===== config.mk =====
export PLATFORM = sky130hd
export DESIGN_NAME = regfile_scoreboard
export DESIGN_NICKNAME = d
export VERILOG_FILES = /design/src/rtl/regfile_scoreboard.sv
export SDC_FILE = /design/constraint.sdc
export NUM_CORES = 1
export LEC_CHECK = 0
export CELL_PAD_IN_SITES_DETAIL_PLACEMENT = 1
export CELL_PAD_IN_SITES_GLOBAL_PLACEMENT = 1
export CORE_AREA = 2 2 144 146
export CTS_BUF_LIST = sky130_fd_sc_hd__clkbuf_16
export CTS_CLUSTER_DIAMETER = 150
export CTS_CLUSTER_SIZE = 20
export DETAILED_ROUTE_END_ITERATION = 8
export DIE_AREA = 0 0 146 148
export PLACE_DENSITY = 0.8
export SLEW_MARGIN = 20
export SYNTH_ARGS = -nofsm -noshare
export SYNTH_HDL_FRONTEND = slang
export SYNTH_SLANG_ARGS = --single-unit

===== constraint.sdc =====
create_clock -name clk -period 3.15 [get_ports clk]
set_input_delay 0.4725 -clock clk [delete_from_list [all_inputs] [get_ports clk]]
set_output_delay 0.4725 -clock clk [all_outputs]
set_load 0.01 [all_outputs]

===== src/rtl/regfile_scoreboard.sv =====
`default_nettype none
// ============================================================================
// Module      : regfile_scoreboard
// Description : Issue-stage scoreboard and interlock for the register file.
//               Keeps a pending-write counter per architectural register
//               (x0 excluded) and holds issue while a source operand still
//               has an outstanding write (read-after-write hazard).
// Ports       : clk, rst_n            - clock, asynchronous active-low reset
//               issue_*               - decoded instruction offered for issue
//               issue_ready, stall    - issue handshake / pipeline stall
//               wb_valid, wb_rd       - writeback-stage register write
//               flush                 - squash all in-flight instructions
//               busy_vec              - per-register pending-write view
//               stall_cycles          - saturating stall-cycle statistic
//               underflow_err         - sticky writeback-without-pending flag
// Revision    : 1.0 - initial release
// ============================================================================
module regfile_scoreboard #(
  parameter int NUM_REGS = 32,
  parameter int ADDR_W   = 5,
  parameter int CNT_W    = 2,
  parameter int STAT_W   = 16
) (
  input  logic                clk,
  input  logic                rst_n,
  input  logic                issue_valid,
  output logic                issue_ready,
  input  logic [ADDR_W-1:0]   issue_rs1,
  input  logic [ADDR_W-1:0]   issue_rs2,
  input  logic                issue_rs1_used,
  input  logic                issue_rs2_used,
  input  logic [ADDR_W-1:0]   issue_rd,
  input  logic                issue_rd_we,
  input  logic                wb_valid,
  input  logic [ADDR_W-1:0]   wb_rd,
  input  logic                flush,
  output logic                stall,
  output logic [NUM_REGS-1:0] busy_vec,
  output logic [STAT_W-1:0]   stall_cycles,
  output logic                underflow_err
);

  localparam logic [CNT_W-1:0] c_cnt_max = '1;
  localparam logic [CNT_W-1:0] c_cnt_one = CNT_W'(1);

  // Read view of all counters; entry 0 is the hardwired-zero x0.
  logic [CNT_W-1:0] w_cnt [NUM_REGS];

  logic [CNT_W-1:0] w_rs1_cnt, w_rs2_cnt, w_rd_cnt, w_wb_cnt;
  logic             w_rs1_haz, w_rs2_haz, w_rd_full;
  logic             w_inc, w_dec, w_underflow;

  logic [STAT_W-1:0] stall_cycles_q, stall_cycles_d;
  logic              underflow_q, underflow_d;

  assign w_cnt[0]    = '0;
  assign busy_vec[0] = 1'b0;

  always_comb begin
    w_rs1_cnt = w_cnt[issue_rs1];
    w_rs2_cnt = w_cnt[issue_rs2];
    w_rd_cnt  = w_cnt[issue_rd];
    w_wb_cnt  = w_cnt[wb_rd];

    // A writeback retiring the last pending write of a source resolves the
    // hazard in the same cycle because the register file is write-first.
    w_rs1_haz = issue_rs1_used && (issue_rs1 != '0) && (w_rs1_cnt != '0) &&
                !(wb_valid && (wb_rd == issue_rs1) && (w_rs1_cnt == c_cnt_one));
    w_rs2_haz = issue_rs2_used && (issue_rs2 != '0) && (w_rs2_cnt != '0) &&
                !(wb_valid && (wb_rd == issue_rs2) && (w_rs2_cnt == c_cnt_one));

    // A full destination counter can still accept if a writeback to the same
    // register frees a slot this cycle (net change zero).
    w_rd_full = issue_rd_we && (issue_rd != '0) && (w_rd_cnt == c_cnt_max) &&
                !(wb_valid && (wb_rd == issue_rd));

    issue_ready = !flush && !w_rs1_haz && !w_rs2_haz && !w_rd_full;
    stall       = issue_valid && !issue_ready;

    w_inc       = issue_valid && issue_ready && issue_rd_we && (issue_rd != '0);
    // Writebacks in a flush cycle are discarded outright.
    w_dec       = !flush && wb_valid && (wb_rd != '0) && (w_wb_cnt != '0);
    w_underflow = !flush && wb_valid && (wb_rd != '0) && (w_wb_cnt == '0);
  end

  generate
    for (genvar i = 1; i < NUM_REGS; i++) begin : g_cnt
      localparam logic [ADDR_W-1:0] c_idx = ADDR_W'(i);
      logic [CNT_W-1:0] cnt_q, cnt_d;

      always_comb begin
        cnt_d = cnt_q;
        if (flush) begin
          cnt_d = '0;
        end else begin
          // Increment and decrement on the same register cancel out.
          if (w_inc && (issue_rd == c_idx)) cnt_d = cnt_d + c_cnt_one;
          if (w_dec && (wb_rd == c_idx))    cnt_d = cnt_d - c_cnt_one;
        end
      end

      always_ff @(posedge clk or negedge rst_n) begin
        if (!rst_n) cnt_q <= '0;
        else        cnt_q <= cnt_d;
      end

      assign w_cnt[i]    = cnt_q;
      assign busy_vec[i] = |cnt_q;
    end
  endgenerate

  always_comb begin
    stall_cycles_d = stall_cycles_q;
    if (stall && (stall_cycles_q != '1)) stall_cycles_d = stall_cycles_q + 1'b1;
    underflow_d = underflow_q | w_underflow;
  end

  always_ff @(posedge clk or negedge rst_n) begin
    if (!rst_n) begin
      stall_cycles_q <= '0;
      underflow_q    <= 1'b0;
    end else begin
      stall_cycles_q <= stall_cycles_d;
      underflow_q    <= underflow_d;
    end
  end

  assign stall_cycles  = stall_cycles_q;
  assign underflow_err = underflow_q;

endmodule
`default_nettype wire


==> results list, run 1 <==
- The flow ran to the end, but the final reports show violations.
- The checks that failed: setup timing.
- Kind of start point of the critical path: flip-flop
* Ports placed on the boundary: 79
- The final layout contains routed wiring with a total length of roughly 44000 um.
- Of all flip-flops after synthesis, the portion carrying an async set or reset was between 90% and 100%.
- Core Region: roughly 20000 um^2
- Using the TritonRoute via totals, the vias-per-cell ratio works out to around 6.7.
* WP data arrival: ~3.8 ns
* Warnings from Yosys: 0
- Count of hold buffers inserted by post-cts repair: 0
* Width of the die: between 100 and 150 um
- Post-synth EDFFs: 0
- Post-synth cell types: between 70 and 80
- Pwr dens: approximately 270 nW/um^2
* Post-route DRC violation count: 0
* Final period demand of the worst path: around 3.5 ns
- CTS placed an instance of clkbuf_16 at the clock tree root.
- By area the synthesized netlist is led by dfrtp_1 24%, xnor2_1 9.5%, mux4_2 8.9%.
* Predominant post-synthesis flop cell: dfrtp_1
- The startpoint identified for the worst register-to-register timing path is g_cnt[21].cnt_q[1].
- Entering global routing, the biggest net connects 50 pins.
- TritonCTS built the clock tree.
- After synthesis, the most frequently instantiated cells are 98 x inv_1, 88 x xnor2_1, 79 x dfrtp_1, 73 x nor2_1, 58 x nor3_1.
- Clock Pin Slew Worst Setup and Hold Paths: 0.07 ns
- At the placement stage, the worst setup path has a slack of -0.9355 ns.
- Wire length of the first global-routing pass: between 50000 and 60000 um
* Wirelength per Cell: ~29 um
- The number of antenna violations at the first check in global routing is 0.
* Vias after detailed routing: a little under 10000
- The initial utilization of the core area, before any placement, comes to about 40%.
- Yosys instantiated no cell more often than inv_1.
* Type of the setup path with the least slack: reg2reg
* Synth Net Count: 1002
* Final Hold Violating Endpoints: 0
- For this design, the slowest cell found on the critical path is or4b_1.
* Critical path endpoint category: flip-flop
* Delay contributed by the slowest stage of the critical path: 0.60 ns
- Flops & latches, synth: just under 80
* Signed area change from the synthesized netlist to the final layout: 44.94%
- In the finished design, the share of the clock period the worst path needs comes to 112.0%.
- Num Clock Sinks: 79
- Sequential area share after synthesis: about a quarter
- In this run the tightest slew margin relative to its limit is ~40%.
* Maximum root-to-sink buffer count: 2
* RR Endpoint: g_cnt[6].cnt_q[1]
- Mapped Area: 8083 um^2
- Setup violations remaining at the end of the flow were counted as 54.
- WP data required: 3.44 ns
* TritonCTS Buffers: 9
- The die covers about 22000 um^2.
- CP max FO: 5
* Drt first-iter violations: 1307
- Yosys top cell by area: dfrtp_1
- Final setup margin: -0.3769 ns
- Setup TNS: -4.915 ns
- For flop-to-flop paths, the worst setup slack is -0.38 ns.
* Critical path cell sequence: mux4_2, o211a_1, a2111oi_4, o2111ai_2, nor3_4, buf_6, buf_6, nand4_1, or4b_1, nand4_1
* Static leakage power: between 4 and 5 nW
- Input and output buffers added on the ports amount to 77.
- Final Max Tran Viols: 0
* Vias in the first global route: 10030
* Number of cells produced by synthesis: roughly 940
* HPWL after detailed placement: between 20000 and 30000 um
- Fraction of post-synthesis cell area in the top cell type by area: 24.46%
- The number of antenna diodes in the final layout is 0.
- The H-tree was split into 3 levels.
* Worst R2R Path Depth: 10
* GPL Wtd Cong: between 0.9 and 1
- The first detailed-routing pass ran for 6 iterations.
- Clock insertion delay at the later pin of the skew report: roughly 0.37 ns
* Final net count: 1266
* Post-route antenna net violation count: 0
- For this run, the total global-route usage over all layers was measured as between 30% and 40%.
* Rows: 52
* Final hold slack: 0.1030 ns
- Layout cell share with drive strength beyond 1: approximately 33%
- Transition time at the pin with the least slew margin: between 0.9 and 1 ns
- A synthesized cell averages 8.580 um^2.
* Max-capacitance violation count: 0
* Worst vdd rail ir drop: around 0.00025 V
* Die span in y: between 100 and 150 um
- Unrepaired setup endpoints after global routing: true
* Hold Path Class: in2async
- For this run, the top clock speed supported by timing is 283.5 MHz.
* Final clock skew: 0.01596 ns
* Leftover overflow at the end of global routing: 0
## layout by cell type, fill, tap and decap left out, drive strengths merged, types with 14 or more instances in the layout
cell,Yosys,routed
a21oi,18,18
and3,14,14
buf,21,244
clkdlybuf4s50,0,56
dfrtp,79,79
ha,32,32
inv,98,99
mux2i,42,42
mux4,32,32
nand2,44,44
nand3,56,56
nand4,44,44
nor2,73,73
nor3,63,63
or3,15,15
xnor2,88,88
xor2,14,14
## worst max-delay path: cells and delay by family (launching register included)
| family | cells | cell delay (ns) |
|---|---|---|
| AOI/OAI and AO/OA | 3 | 0.89 |
| buffers and inverters | 2 | 0.29 |
| muxes | 1 | 0.50 |
| DFF | 1 | 0.49 |
| and+or+nand+nor | 4 | 1.26 |
## registers in the layout, indices dropped and copies added (netlist names)
name and cells:
g_cnt.cnt_q 62, underflow_err 1, stall_cycles 16
## layer usage
metal	global-route usage, %	up-vias	part of all wire (%)
met3	10.28	332	11
met4	24.47	0	8.8
met1	39.55	4785	34
li1	-	3903	-
met5	0	-	0
met2	57.78	837	46
## logic make-up after synthesis
| group | after synthesis | share of synthesized area (%) |
|---|---|---|
| and+or+nand+nor | 392 | 27.55 |
| buffers and inverters | 161 | 8.065 |
| xor gates and xnor gates | 102 | 11.05 |
| AOI/OAI and AO/OA | 90 | 8.220 |
| muxes | 85 | 15.65 |
| DFF | 79 | 24.46 |
| adders and majority gates | 32 | 4.954 |
| other | 1 | 0.04640 |
## how the worst max path moves through the flow
| stage | start | endpoint | slack (ns) | cells after the start |
|---|---|---|---|---|
| after floorplan | issue_rs2[1] | g_cnt[4].cnt_q[1] | -0.03 | 10 |
| after global placement | issue_rs1[1] | stall | -0.89 | 11 |
| after detailed placement | issue_rs2[2] | g_cnt[31].cnt_q[1] | -0.94 | 13 |
| after CTS | g_cnt[27].cnt_q[1] | g_cnt[4].cnt_q[1] | -0.07 | 11 |
| after global routing | g_cnt[21].cnt_q[1] | g_cnt[6].cnt_q[1] | -0.43 | 10 |
| final | g_cnt[21].cnt_q[1] | g_cnt[6].cnt_q[1] | -0.38 | 10 |
## final cells by class
cell class,count,area [um^2]
fill,2325,8324
tap,270,337.8
clock buffer,9,225.2
inverter,99,376.6
timing repair buffer,315,2764
multi-input combinational,702,5959
sequential,79,1989
clock inverter,6,62.56
## through the flow
step                      instances  util [%]  cell area (um^2)  power, mW
after floorplan                 942         -              8165      1.458
after global placement         1415     51.93             10410      1.811
after detailed placement       1415     51.93             10410      1.836
after CTS                      1451     55.54             11130      2.974
after global routing           1480     58.46             11720      3.201
final                          1480     58.46             11720      3.147
## report_power, final
group	switching, mW	leakage [nW]	internal, mW
Clock	0.501	0.139	0.610
Sequential	0.0796	1.07	1.06
Combinational	0.491	3.73	0.408
## what timing repair did
item / in CTS / in global routing
setup buffers: 19 / 29
cloned: 2 / 1
setup endpoints to repair: 79 / 79
pin swaps: 13 / 28
gates resized for setup: 101 / 83
(Power assumes the default switching activity.)
==> inputs of run 2 (changes only) <==
Settings changed: REMOVE_ABC_BUFFERS from default to 1, SKIP_CTS_REPAIR_TIMING from default to 1.
==> results list, run 2 (synthesized netlist as in run 1, its figures left out) <==
- Layout cell share with drive strength beyond 1: 31.27%
- The die covers 21610 um^2.
- The number of antenna violations at the first check in global routing was 0.
* Violated checks: setup timing
* GPL Wtd Cong: 0.9768
- Pwr dens: between 200 and 300 nW/um^2
- Post-route antenna net violation count: 0
* Worst R2R Path Depth: 12
- Sequential power share: between 30% and 40%
- Net switching is about a third of the power.
- For this run, the slowest stage of the critical path takes 0.50 ns.
- Counting along the longest clock path gives a buffer depth of 2.
* Count of final setup violators: 34
* CTS root buffer: clkbuf_16
- Most frequent cells in the layout: 193 x buf_4, 98 x inv_1, 74 x xnor2_1, 74 x dfrtp_1, 72 x nor2_1
- The number of clock buffers added by TritonCTS is 9.
* Final net count: approximately 1300
- Clock tree synthesis found a total of 79 sinks.
* Critical Path Slowest Stage Cell: mux4_2
- CP max FO: 7
- Setup TNS: -3.999 ns
* Placed inst area: about 10000 um^2
* HPWL after detailed placement: 26310 um
- Family with the most delay on the worst path: multiplexers
- All-Layer GR Usage: between 30% and 40%
* Post-Place Setup Slack: -1.001 ns
- g_cnt.cnt_q holds more flip-flops than any other register.
* Clock insertion delay at the later pin of the skew report: 0.37 ns
* Static leakage power: between 4 and 5 nW
- Traced cell by cell, the critical path runs through mux4_2, mux2i_2, nor2_1, a2111oi_2, o2111ai_2, buf_4, or2_4, buf_12, nor4b_4, buf_4, mux2i_1, nand4_1.
* Post-route DRC violation count: 0
- Power dissipated by switching net loads: 1.029 mW
* Wirelength, routed: 37800 um
- Across all setup checks in the final design, the least slack found is -0.3255 ns.
* WP data required: 3.38 ns
- Hold Path Class: in2async
* Rows: between 50 and 60
- Leftover overflow at the end of global routing: 0
* Fmax: approximately 290 MHz
- Maximum number of pins on one net before global-route repair: slightly below 80
- TritonCTS built the clock tree.
* Wire length of the first global-routing pass: 52140 um
- Outcome: complete, but fails checks
* Final Cycle Share: 110.3%
* Clock Pin Slew Worst Setup and Hold Paths: around 0.070 ns
* Worst vdd rail ir drop: between 0.0003 and 0.0004 V
- Unrepaired setup endpoints after global routing: true
* Proportion of power drawn by the clock network: between 30% and 40%
- Number of cells after detailed placement: 1417
- From synthesis to final layout, the design area changed by 44.06%.
- The critical path is of the reg2reg type.
- In the routed layout, each cell is associated on average with a via count of just over 6.
- Port bufs: between 70 and 80
* Transition time at the pin with the least slew margin: 0.8386 ns
- Drt first-iter violations: slightly below 1000
* Ports placed on the boundary: between 70 and 80
- Initial Util: about two fifths
- Diodes inserted: 0
* First-pass iteration count of the detailed router: 6
- Final period demand of the worst path: between 3 and 4 ns
- The cell that appears most often on the critical path is buf_4.
- Flip-flop count of the largest register after layout: between 60 and 70
- The library cell used most frequently in the layout, excluding fill and tap cells, is buf_4.
* Number of H-tree levels: 3
* Width of the die: about 150 um
- Dividing the detail-routed wire length by the instance count gives approximately 26 um.
- Cells fill between 50% and 60% of the core in the end.
* Area of all placed cells without fillers: 11640 um^2
- Final hold slack: ~0.14 ns
* Buf+Inv Stages, Crit Path: 3
* Headroom to the max-slew limit: 44.10%
* Gate power share: around a quarter
* Number of cells on the critical path: 12
* Kind of start point of the critical path: flip-flop
- The internal power of the cells totals around 2.1 mW.
- The count of pins over their slew limit was 0.
- PnR Total Power: between 3 and 4 mW
- The number of failing hold endpoints at the final stage is 0.
* Final clock skew: roughly 0.0078 ns
* Max-capacitance violation count: 0
- WP data arrival: 3.70 ns
* Final standard cell count with taps included and fillers excluded: roughly 1500
- The die is approximately 150 um tall.
- The floorplan step defined a core boundary enclosing between 20000 and 25000 um^2.
- The worst setup path is captured at a flip-flop.
* Vias after detailed routing: 9126
- Vias in the first global route: a little over 9000
==> run 2: cell type report <==
type / instances / area, um^2
clock buffers: 9 / 225.2
clock inverters: 7 / 103.9
fillers: 2321 / 8396
inverters: 99 / 371.6
multi-input cells: 702 / 5912
flip-flops and latches: 79 / 1983
well taps: 270 / 337.8
repair buffers: 300 / 2710
==> run 2: final timing paths <==
check | startpoint | to | slack (ns)
max | g_cnt[28].cnt_q[1] | g_cnt[18].cnt_q[1] | -0.33
min | rst_n | g_cnt[5].cnt_q[1] | 0.14
max reg2reg | g_cnt[28].cnt_q[1] | g_cnt[18].cnt_q[1] | -0.33
min reg2reg | stall_cycles[9] | stall_cycles[9] | 0.51
max in group asynchronous | rst_n | g_cnt[30].cnt_q[1] | 2.22
min in group clk | stall_cycles[9] | stall_cycles[9] | 0.51
==> run 2: routing by layer <==
layer  GRT usage [%]  wire length (um)
met1           39.19             14400
met5               0                 0
met4           11.65              1920
met3           7.562              3503
met2           53.30             17980
==> run 2: worst register-to-register path, stage by stage, from the launching register on <==
cell and delay [ns]:
dfrtp_1 0.48, mux4_2 0.50, mux2i_2 0.22, nor2_1 0.09, a2111oi_2 0.31, o2111ai_2 0.22, buf_4 0.19, or2_4 0.28
buf_12 0.16, nor4b_4 0.26, buf_4 0.19, mux2i_1 0.26, nand4_1 0.16
==> run 2: power by group through the flow <==
stage          clock network [mW]  registers, mW  logic (mW)
2_1_floorplan                   0           1.15       0.222
3_3_place_gp                    0           1.14       0.691
6_report                     1.24           1.12       0.815
4_1_cts                      1.24           1.12       0.710
3_5_place_dp                    0           1.14       0.704
5_1_grt                      1.28           1.13       0.845
